## src/rtl/ram_arbiter.sv

```systemverilog
// Two-requester arbiter/sequencer for a single-port block RAM with read-valid routing.
// Optional macro RAM_ARB_FIXED_PRIO_EN: fixed priority (port 0 wins ties) instead of round-robin.
module ram_arbiter #(
    parameter int unsigned ADDR_W     = 5,
    parameter int unsigned DATA_W     = 8,
    parameter int unsigned RD_LATENCY = 1
) (
    input  logic              clk,
    input  logic              rst,
    input  logic              req0,
    input  logic              we0,
    input  logic [ADDR_W-1:0] addr0,
    input  logic [DATA_W-1:0] wdata0,
    output logic              gnt0,
    output logic              rd_valid0,
    input  logic              req1,
    input  logic              we1,
    input  logic [ADDR_W-1:0] addr1,
    input  logic [DATA_W-1:0] wdata1,
    output logic              gnt1,
    output logic              rd_valid1,
    output logic [DATA_W-1:0] rd_data,
    output logic              ram_en,
    output logic              ram_we,
    output logic [ADDR_W-1:0] ram_addr,
    output logic [DATA_W-1:0] ram_wr_data,
    input  logic [DATA_W-1:0] ram_rd_data
);

    typedef enum logic {IDLE, ACCESS} state_t;

    state_t                state;
    logic                  pick1;
    logic                  launch0;
    logic                  launch1;
    logic [RD_LATENCY-1:0] rd_pipe0;
    logic [RD_LATENCY-1:0] rd_pipe1;

`ifdef RAM_ARB_FIXED_PRIO_EN
    always_comb pick1 = req1 & ~req0;
`else
    logic last_gnt;

    // Port 1 wins a tie only when port 0 held the previous grant.
    always_comb pick1 = req1 & (~req0 | ~last_gnt);

    always_ff @(posedge clk) begin
        if (rst) begin
            last_gnt <= 1'b1;
        end else if (state == IDLE && (req0 | req1)) begin
            last_gnt <= pick1;
        end
    end
`endif

    always_ff @(posedge clk) begin
        if (rst) begin
            state       <= IDLE;
            gnt0        <= 1'b0;
            gnt1        <= 1'b0;
            ram_en      <= 1'b0;
            ram_we      <= 1'b0;
            ram_addr    <= '0;
            ram_wr_data <= '0;
        end else begin
            case (state)
                IDLE: begin
                    if (req0 | req1) begin
                        state       <= ACCESS;
                        ram_en      <= 1'b1;
                        gnt0        <= ~pick1;
                        gnt1        <= pick1;
                        ram_we      <= pick1 ? we1 : we0;
                        ram_addr    <= pick1 ? addr1 : addr0;
                        ram_wr_data <= pick1 ? wdata1 : wdata0;
                    end
                end
                ACCESS: begin
                    state  <= IDLE;
                    ram_en <= 1'b0;
                    ram_we <= 1'b0;
                    gnt0   <= 1'b0;
                    gnt1   <= 1'b0;
                end
                default: state <= IDLE;
            endcase
        end
    end

    // A read is launched in its ACCESS cycle; the grant identifies the issuing port.
    always_comb begin
        launch0 = gnt0 & ~ram_we;
        launch1 = gnt1 & ~ram_we;
    end

    generate
        if (RD_LATENCY == 1) begin : g_lat1
            always_ff @(posedge clk) begin
                if (rst) begin
                    rd_pipe0 <= '0;
                    rd_pipe1 <= '0;
                end else begin
                    rd_pipe0 <= launch0;
                    rd_pipe1 <= launch1;
                end
            end
        end else begin : g_latn
            always_ff @(posedge clk) begin
                if (rst) begin
                    rd_pipe0 <= '0;
                    rd_pipe1 <= '0;
                end else begin
                    rd_pipe0 <= {rd_pipe0[RD_LATENCY-2:0], launch0};
                    rd_pipe1 <= {rd_pipe1[RD_LATENCY-2:0], launch1};
                end
            end
        end
    endgenerate

    always_comb begin
        rd_valid0 = rd_pipe0[RD_LATENCY-1];
        rd_valid1 = rd_pipe1[RD_LATENCY-1];
        rd_data   = ram_rd_data;
    end

endmodule

```

## config.mk

```make
export PLATFORM = sky130hd
export DESIGN_NAME = ram_arbiter
export DESIGN_NICKNAME = d
export VERILOG_FILES = /design/src/rtl/ram_arbiter.sv
export SDC_FILE = /design/constraint.sdc
export NUM_CORES = 1
export LEC_CHECK = 0
export ABC_CLOCK_PERIOD_IN_PS = 1400
export BUFFER_PORTS_ARGS = -buffer_cell sky130_fd_sc_hd__buf_4
export CORE_MARGIN = 3
export CORE_UTILIZATION = 40
export DETAILED_ROUTE_END_ITERATION = 8
export GPL_ROUTABILITY_DRIVEN = 0
export PLACE_DENSITY = 0.81
export RECOVER_POWER = 50
export SLEW_MARGIN = 20
export SYNTH_ARGS = -nofsm -noshare
export SYNTH_HDL_FRONTEND = slang
export SYNTH_SLANG_ARGS = --single-unit
```

## constraint.sdc

```tcl
create_clock -name clk -period 1.4 [get_ports clk]
set_input_delay 0.21 -clock clk [delete_from_list [all_inputs] [get_ports clk]]
set_output_delay 0.21 -clock clk [all_outputs]
set_load 0.03 [all_outputs]
```

==> results.toml, run 1 <==
[clocking]
cts_tree = "done"
post_cts_resize_count = 0
htree_num_levels = 1
clk_latency_ns = 0.29
clock-sinks = 21
postCtsSetupRepairBufs = 0
clk_path_buf_depth = 2
cts_root_buffer = "clkbuf_4"
cts_made_buffers = 3
cts.reportedPaths.clkPinSlew_ns = 0.12
cts_hold_buf = 0

[floorplanning]
dieArea_sq_um = 3051
die_w_um = 55.24
dieHeight_um = 55.24
core_area_sq_um = 2255
pin_count = 67
rows = 17
start_util_pct = 43.01

[route]
post_drt_wl_per_cell_um = 12.62
dr.pass1.iters = 4
drt-total-wl_um = 2272
vias = 903
drtIter0Drc = 18
drc = 0
ant_nets = 0
via_per_inst = 5.017

[layout]
areaGrowthSynthToFinish_pct = 30.45
drive_gt1_share_pct = 33.55
fin_nets = 193
multi_input_area_sq_um = 422.9
fill_cells = 219
regArea_sq_um = 420.4
n_antenna_cell = 0

[synthesis]
synth-simple-area-share_pct = 22.32
synth-edff-count = 0
synth_area_sq_um = 969.7
syn_area_per_cell_sq_um = 8.658
ys_ff_latch = 21
synthFlopType = "dfxtp_1"
yosysWarningCount = 0
yosys.area_share.adder_pct = 0
synth.largest_area_cell = "dfxtp_1"
synth_compound_area_share_pct = 20.13
synth_fp_nets = 152
synthArstFlopShare_pct = 0
synth_xor_area_share_pct = 0
synth_top_area_share_pct = 43.35
synth_mux_area_share_pct = 1.161
ys_seq_area_share_pct = 43.35
synth.distinct_cells = 25
synth_top_family_by_area = "simple AND/OR/NAND/NOR gates"
syn-instance-count = 112
synth_area_leaders = "dfxtp_1 (43%), a311oi_1 (13%), nand2_1 (10%)"

[power_and_ir_drop]
power_density_nw_per_um2 = 1065
vdd_drop_max_v = 0.0005287
total_power_w = 0.001348
p_leak_nw = 0.5742

[global_routing]
grt_start_max_net_pins = 20
grt_pass1_wl_um = 3815
grt_pass1_vias = 844
grt_overflow_total = 0
antenna_found_initial = 0
track_usage_pct = 15.09

[sta]
rsz0062_at_grt = "no"
fin_crit_sh_pct = 85.81
final-hold-violation-count = 0
relSlewSlack_pct = 74.48
finalClockSkew_ns = 0.004610
fmax_mhz = 832.4
maxSlewViolCount = 0
period_minus_slack_ns = 1.201
setup_viol = 0
tns_ns = 0
worst-slew-pin-transition_ns = 0.3844

[hold_path]
holdCritStartpoint = "we0"
hold_depth = 3
hold_path_class = "primary input to flop"

[placed_design]
io_buffers = 50
dpl.hpwl_um = 1774

[worst_setup_path]
r2r_cells = 3
reg2reg_slack_ns = 0.20
cp.arrival_ns = 1.41
path_class = "flop to flop"
crit_end = "ram_addr[1]$_SDFFE_PP0P_"
worstPathMaxFanout = 13
end_kind = "flop"
crit_required_ns = 1.61
startpoint_type = "flop"
r2r-end = "ram_addr[1]$_SDFFE_PP0P_"
r2r_start = "last_gnt$_SDFFE_PP1P_"
crit_start = "last_gnt$_SDFFE_PP1P_"

[outcome]
run_status = "finished, final reports clean"

[job]
maxCapViolCount = 0
## logic make-up after synthesis
kind of cell / count (synthesis)
simple gates: 51
compound gates: 22
flops: 21
buf+inv: 17
mux: 1
## layout make-up
cell class	instances	share of cell area (%)
clock buffer	3	1.780
clock inverter	1	0.5935
inverter	1	0.2967
multi-input combinational	74	33.43
sequential	21	33.23
tap	28	2.770
timing repair buffer	52	27.89
## per-layer routing
layer | share of wire, % | vias to the layer above | global-route usage (%)
met4 | 1.4 | 0 | 7.986
met3 | 9.2 | 4 | 3.505
met1 | 45 | 396 | 19.83
li1 | - | 456 | -
met2 | 45 | 47 | 22.80
met5 | 0 | - | 0
## power breakdown
| group | switching, W | leakage, nW | internal [W] |
|---|---|---|---|
| Combinational | 0.000218 | 0.386 | 0.000159 |
| Sequential | 0.0000325 | 0.174 | 0.000652 |
| Clock | 0.000178 | 0.0139 | 0.000108 |
## stage by stage
stage	hold slack, ns	std cells	area (sq um)	worst slack [ns]	utilization [%]
CTS	0.1518	180	1303	0.1696	57.77
detailed placement	0.4204	176	1272	0.2008	56.44
global placement	0.4204	176	1272	0.2657	56.44
global route	0.1534	180	1265	0.04506	56.10
finish	0.1671	180	1265	0.1987	56.10
floorplan	0.3331	112	969.7	0.2932	-
## cells in the final DEF (no fill, tap or decap), types with 2 or more instances in the layout
cell type,netlist,final
a311oi_1,14,14
buf_4,8,42
clkbuf_1,1,10
clkbuf_4,0,3
dfxtp_1,21,21
nand2_1,26,26
nor2_1,17,17
nor3b_1,2,2
o21ai_0,2,2
## critical path, stage by stage (launching register included)
cell and delay (ns):
dfxtp_1 0.43, a21bo_2 0.32, nand2_1 0.09, a311oi_1 0.28
## sequential cells by signal, summed over array words and instances, names as in the netlist
name	flops
ram_wr_data	8
ram_addr	5
gnt1	1
last_gnt	1
rd_valid0	1
gnt0	1
state	1
rd_valid1	1
ram_we	1
ram_en	1
## cells in the mapped netlist, types with 2 or more instances
cell type / instances
nand2_1: 26
dfxtp_1: 21
nor2_1: 17
a311oi_1: 14
buf_4: 8
buf_6: 4
buf_2: 2
nor3b_1: 2
o21ai_0: 2
## worst min-delay path by stage
| stage | endpoint |
|---|---|
| 6_report | ram_we$_SDFFE_PP0P_ |
| 5_1_grt | ram_wr_data[4]$_SDFFE_PP0P_ |
| 2_1_floorplan | ram_en$_SDFFE_PP0P_ |
| 3_5_place_dp | rd_data[0] |
| 3_3_place_gp | rd_data[0] |
| 4_1_cts | ram_we$_SDFFE_PP0P_ |
(Power assumes the default switching activity.)
==> run 2: changes to the inputs <==
- ABC_CLOCK_PERIOD_IN_PS: 1400 -> 990
- CORE_UTILIZATION: 40 -> 36
- PLACE_DENSITY: 0.81 -> 0.77
- clock period: 1.4 -> 0.99 ns (I/O delays scaled with it)
==> results.toml, run 2 (same netlist as run 1, synthesis figures left out) <==
[sta]
worst-slew-pin-transition_ns = 0.3133
relSlewSlack_pct = 79.12
maxSlewViolCount = 0
setup_viol = 16
final-hold-violation-count = 0
setup_ws_ns = -0.08719
rsz0062_at_grt = "yes"
fmax_mhz = 928.3
fin_crit_sh_pct = 108.8
whs_ns = 0.04441
period_minus_slack_ns = 1.077
finalClockSkew_ns = 0.01408

[floorplanning]
pin_count = 67
rows = 18
dieHeight_um = 57.90
core_area_sq_um = 2522
die_w_um = 57.90
start_util_pct = 38.44
dieArea_sq_um = 3352

[job]
maxCapViolCount = 0

[worst_setup_path]
cp.depth = 3
worstPathMaxFanout = 7
path_class = "flop to flop"
r2r_cells = 3
critical_path.cell_chain = "o21ba_2, nor2_1, a311oi_1"
end_kind = "flop"
r2r_start = "state$_SDFF_PP0_"
reg2reg_slack_ns = -0.09
cp.buffers_inverters = 0
cp.arrival_ns = 1.29
r2r-end = "ram_wr_data[0]$_SDFFE_PP0P_"
startpoint_type = "flop"
crit_required_ns = 1.21
crit_family = "compound AO/OA/AOI/OAI gates"
cp_slowest_cell = "dfxtp_2"
critPathMaxStageDelay_ns = 0.36

[layout]
drive_gt1_share_pct = 58.13
final_core_util_pct = 58.83
reg_top3 = "ram_wr_data (8), ram_addr (5)"
multi_input_area_sq_um = 483.0
areaGrowthSynthToFinish_pct = 53.03
largest_reg_flops = 8
n_antenna_cell = 0
fin_nets = 201
top_register = "ram_wr_data"
fill_cells = 236
fin_area_sq_um = 1484
regArea_sq_um = 442.9
mostFrequentLayoutCell = "buf_4"
final_cell_mix = "buf_4 (46), nand2_1 (26), dfxtp_2 (18), nor2_1 (16), buf_6 (11)"

[global_routing]
track_usage_pct = 15.90
grt_overflow_total = 0
antenna_found_initial = 0
grt_pass1_wl_um = 4188
grt_pass1_vias = 969
grt_start_max_net_pins = 14

[clocking]
htree_num_levels = 1
cts.reportedPaths.clkPinSlew_ns = 0.13
cts_tree = "done"
cts_hold_buf = 0
cts_root_buffer = "clkbuf_4"
cts_made_buffers = 3
clk_path_buf_depth = 2
clock-sinks = 21
clk_latency_ns = 0.31

[hold_path]
holdCritStartpoint = "rst"
hold_path_class = "primary input to flop"
min_to = "gnt0$_SDFFE_PP0P_"
hold_depth = 2

[route]
drtIter0Drc = 10
drc = 0
vias = 977
via_per_inst = 5.142
post_drt_wl_per_cell_um = 13.86
dr.pass1.iters = 4
ant_nets = 0
drt-total-wl_um = 2634

[placed_design]
dpl.hpwl_um = 1802
placed_area_sq_um = 1328
io_buffers = 50
dpl_worst_slack_ns = -0.1626

[outcome]
run_status = "finished, violations left"
violations = "negative setup slack"

[power_and_ir_drop]
vdd_drop_max_v = 0.0008055
switchingPower_w = 0.0006658
total_power_w = 0.002079
p_leak_nw = 0.6792
combPwrFrac_pct = 32.2
power_frac_seq_pct = 47.6
clkPwrFrac_pct = 20.2
power_density_nw_per_um2 = 1401
internal_power_w = 0.001414
swShare_pct = 32.02
[run 2: changes by cell type in the layout (fill, tap and decap cells not counted), sizes merged]
cell and change:
buf +16, clkbuf -10, o21ba +2, clkinvlp -1, clkinv +1
[run 2: routing by layer]
metal  global-route usage [%]  vias to the layer above  wire, um
li1                         -                      479         -
met1                    18.24                      451      1062
met2                    28.06                       37      1332
met3                    3.118                       10       179
met4                    7.616                        0        59
met5                        0                        -         0
[run 2: worst reg2reg max path, stage by stage, from the launching register on]
cell,delay (ns)
dfxtp_2,0.36
o21ba_2,0.34
nor2_1,0.06
a311oi_1,0.22
[run 2: what timing repair did]
item                       in CTS  in global routing
gates resized for setup         7                 25
cloned                          2                  0
pin swaps                       2                  0
setup endpoints to repair      20                 34
buffers inserted                1                  1
[run 2: cell type report]
cell class	instances	area share (%)
Timing Repair Buffer	58	32.97
Multi-Input combinational cell	76	32.55
Sequential cell	21	29.85
Tap cell	30	2.530
Clock buffer	3	1.518
Clock inverter	1	0.3373
Inverter	1	0.2530
[run 2: per-stage QoR]
stage / setup TNS (ns) / std cells
finish: -0.9174 / 190
global route: -2.228 / 190
CTS: -0.7976 / 189
detailed placement: -1.404 / 182
global placement: -0.7696 / 182
floorplan: -0.4976 / 112
[run 2: worst max-delay path by stage]
stage,from,end
2_1_floorplan,state$_SDFF_PP0_,ram_addr[4]$_SDFFE_PP0P_
6_report,state$_SDFF_PP0_,ram_wr_data[0]$_SDFFE_PP0P_
4_1_cts,last_gnt$_SDFFE_PP1P_,ram_wr_data[6]$_SDFFE_PP0P_
3_5_place_dp,state$_SDFF_PP0_,ram_addr[3]$_SDFFE_PP0P_
5_1_grt,state$_SDFF_PP0_,ram_wr_data[7]$_SDFFE_PP0P_
3_3_place_gp,state$_SDFF_PP0_,ram_wr_data[4]$_SDFFE_PP0P_
[run 2: power groups by stage]
stage,sequential [W],clock [W],combinational (W)
after floorplan,0.00112,0,0.000278
after global placement,0.000988,0,0.000580
after detailed placement,0.000990,0,0.000595
after CTS,0.000975,0.000434,0.000625
after global routing,0.00100,0.000487,0.000720
final,0.000990,0.000421,0.000669
==> run 3: changes to the inputs <==
- PLACE_DENSITY: 0.77 -> 0.74
==> results.toml, run 3 (same netlist as run 1, synthesis figures left out) <==
[floorplanning]
rows = 18
core_area_sq_um = 2522
dieHeight_um = 57.90
pin_count = 67
start_util_pct = 38.44
die_w_um = 57.90
dieArea_sq_um = 3352

[power_and_ir_drop]
power_frac_seq_pct = 48.1
swShare_pct = 31.63
switchingPower_w = 0.0006451
vdd_drop_max_v = 0.0009536
total_power_w = 0.002040
p_leak_nw = 0.6634
clkPwrFrac_pct = 19.8
power_density_nw_per_um2 = 1409
internal_power_w = 0.001394
combPwrFrac_pct = 32.1

[route]
via_per_inst = 5.127
ant_nets = 0
drtIter0Drc = 15
drt-total-wl_um = 2688
drc = 0
post_drt_wl_per_cell_um = 14.22
vias = 969
dr.pass1.iters = 2

[hold_path]
hold_depth = 3
min_to = "ram_wr_data[1]$_SDFFE_PP0P_"
holdCritStartpoint = "wdata0[1]"
hold_path_class = "primary input to flop"

[layout]
n_antenna_cell = 0
reg_top3 = "ram_wr_data (8), ram_addr (5)"
regArea_sq_um = 434.2
mostFrequentLayoutCell = "buf_4"
fin_area_sq_um = 1448
fin_nets = 200
drive_gt1_share_pct = 54.09
top_register = "ram_wr_data"
multi_input_area_sq_um = 506.7
final_cell_mix = "buf_4 (53), nand2_1 (26), nor2_1 (16), dfxtp_2 (11), dfxtp_1 (10)"
areaGrowthSynthToFinish_pct = 49.29
final_core_util_pct = 57.39
fill_cells = 237
largest_reg_flops = 8

[sta]
relSlewSlack_pct = 83.14
setup_ws_ns = -0.09584
maxSlewViolCount = 0
whs_ns = 0.1067
worst-slew-pin-transition_ns = 0.2529
fmax_mhz = 920.9
final-hold-violation-count = 0
setup_viol = 17
fin_crit_sh_pct = 109.7
finalClockSkew_ns = 0.002861
rsz0062_at_grt = "yes"
period_minus_slack_ns = 1.086

[worst_setup_path]
worstPathMaxFanout = 6
end_kind = "flop"
critPathMaxStageDelay_ns = 0.37
path_class = "flop to flop"
crit_required_ns = 1.21
reg2reg_slack_ns = -0.1
cp.arrival_ns = 1.30
critical_path.cell_chain = "a21boi_4, buf_4, nand2_1, a311oi_2"
r2r_cells = 4
r2r-end = "ram_addr[1]$_SDFFE_PP0P_"
startpoint_type = "flop"
r2r_start = "last_gnt$_SDFFE_PP1P_"
cp_slowest_cell = "dfxtp_2"

[clocking]
clk_latency_ns = 0.30
clock-sinks = 21
cts_hold_buf = 0
clk_path_buf_depth = 2
cts_tree = "done"
cts.reportedPaths.clkPinSlew_ns = 0.11
cts_made_buffers = 3
cts_root_buffer = "clkbuf_4"
htree_num_levels = 1

[placed_design]
dpl_worst_slack_ns = -0.1426
io_buffers = 50
dpl.hpwl_um = 1868
placed_area_sq_um = 1315

[outcome]
run_status = "finished, violations left"
violations = "negative setup slack"

[global_routing]
antenna_found_initial = 0
grt_overflow_total = 0
grt_pass1_vias = 947
track_usage_pct = 14.99
grt_start_max_net_pins = 20
grt_pass1_wl_um = 3953

[job]
maxCapViolCount = 0
==> run 3: cell count changes in the layout (fill, tap and decap cells not counted), moves of 2 or more <==
| cell | change |
|---|---|
| a311oi_1 | -2 |
| a311oi_2 | +2 |
| buf_4 | +7 |
| buf_6 | -8 |
| dfxtp_1 | +7 |
| dfxtp_2 | -7 |
==> run 3: stage by stage <==
step	instances	setup TNS [ns]
global placement	182	-0.8777
finish	189	-0.9992
global route	189	-2.257
floorplan	112	-0.4976
detailed placement	182	-1.573
CTS	188	-1.086
==> run 3: per-layer routing <==
metal,global-route usage (%),vias to the layer above,wire length (um)
met1,16.09,442,1079
met3,2.895,10,179
met2,28.39,38,1392
li1,-,479,-
met4,5.960,0,36
met5,0,-,0
==> run 3: worst max-delay path: cells and delay by family, from the launching register on <==
family | cells | cell delay [ns]
and+or+nand+nor | 1 | 0.07
AOI/OAI and AO/OA | 2 | 0.41
DFF | 1 | 0.37
buffers and inverters | 1 | 0.16
==> run 3: timing repair <==
item | CTS | global route
pin swaps | 0 | 1
setup buffers | 1 | 0
endpoints found under the setup margin | 17 | 32
gates resized for setup | 3 | 21
cloned | 1 | 1
==> run 3: power groups by stage <==
stage / Clock (W) / Sequential, W / Combinational [W]
3_3_place_gp: 0 / 0.000989 / 0.000574
6_report: 0.000405 / 0.000980 / 0.000655
5_1_grt: 0.000451 / 0.000991 / 0.000701
2_1_floorplan: 0 / 0.00112 / 0.000278
4_1_cts: 0.000420 / 0.000974 / 0.000611
3_5_place_dp: 0 / 0.000990 / 0.000590
==> run 3: worst max-delay path by stage <==
stage          slack [ns]                           to                  start
2_1_floorplan       -0.06     ram_addr[4]$_SDFFE_PP0P_       state$_SDFF_PP0_
3_3_place_gp        -0.08  ram_wr_data[7]$_SDFFE_PP0P_  last_gnt$_SDFFE_PP1P_
3_5_place_dp        -0.14     ram_addr[1]$_SDFFE_PP0P_       state$_SDFF_PP0_
4_1_cts             -0.10  ram_wr_data[2]$_SDFFE_PP0P_  last_gnt$_SDFFE_PP1P_
5_1_grt             -0.16     ram_addr[1]$_SDFFE_PP0P_  last_gnt$_SDFFE_PP1P_
6_report             -0.1     ram_addr[1]$_SDFFE_PP0P_  last_gnt$_SDFFE_PP1P_
==> run 3: layout make-up <==
type / instances / area share, %
multi-input cells: 76 / 35.00
repair buffers: 57 / 30.34
flip-flops and latches: 21 / 29.99
well taps: 30 / 2.593
clock buffers: 4 / 1.815
inverters: 1 / 0.2593
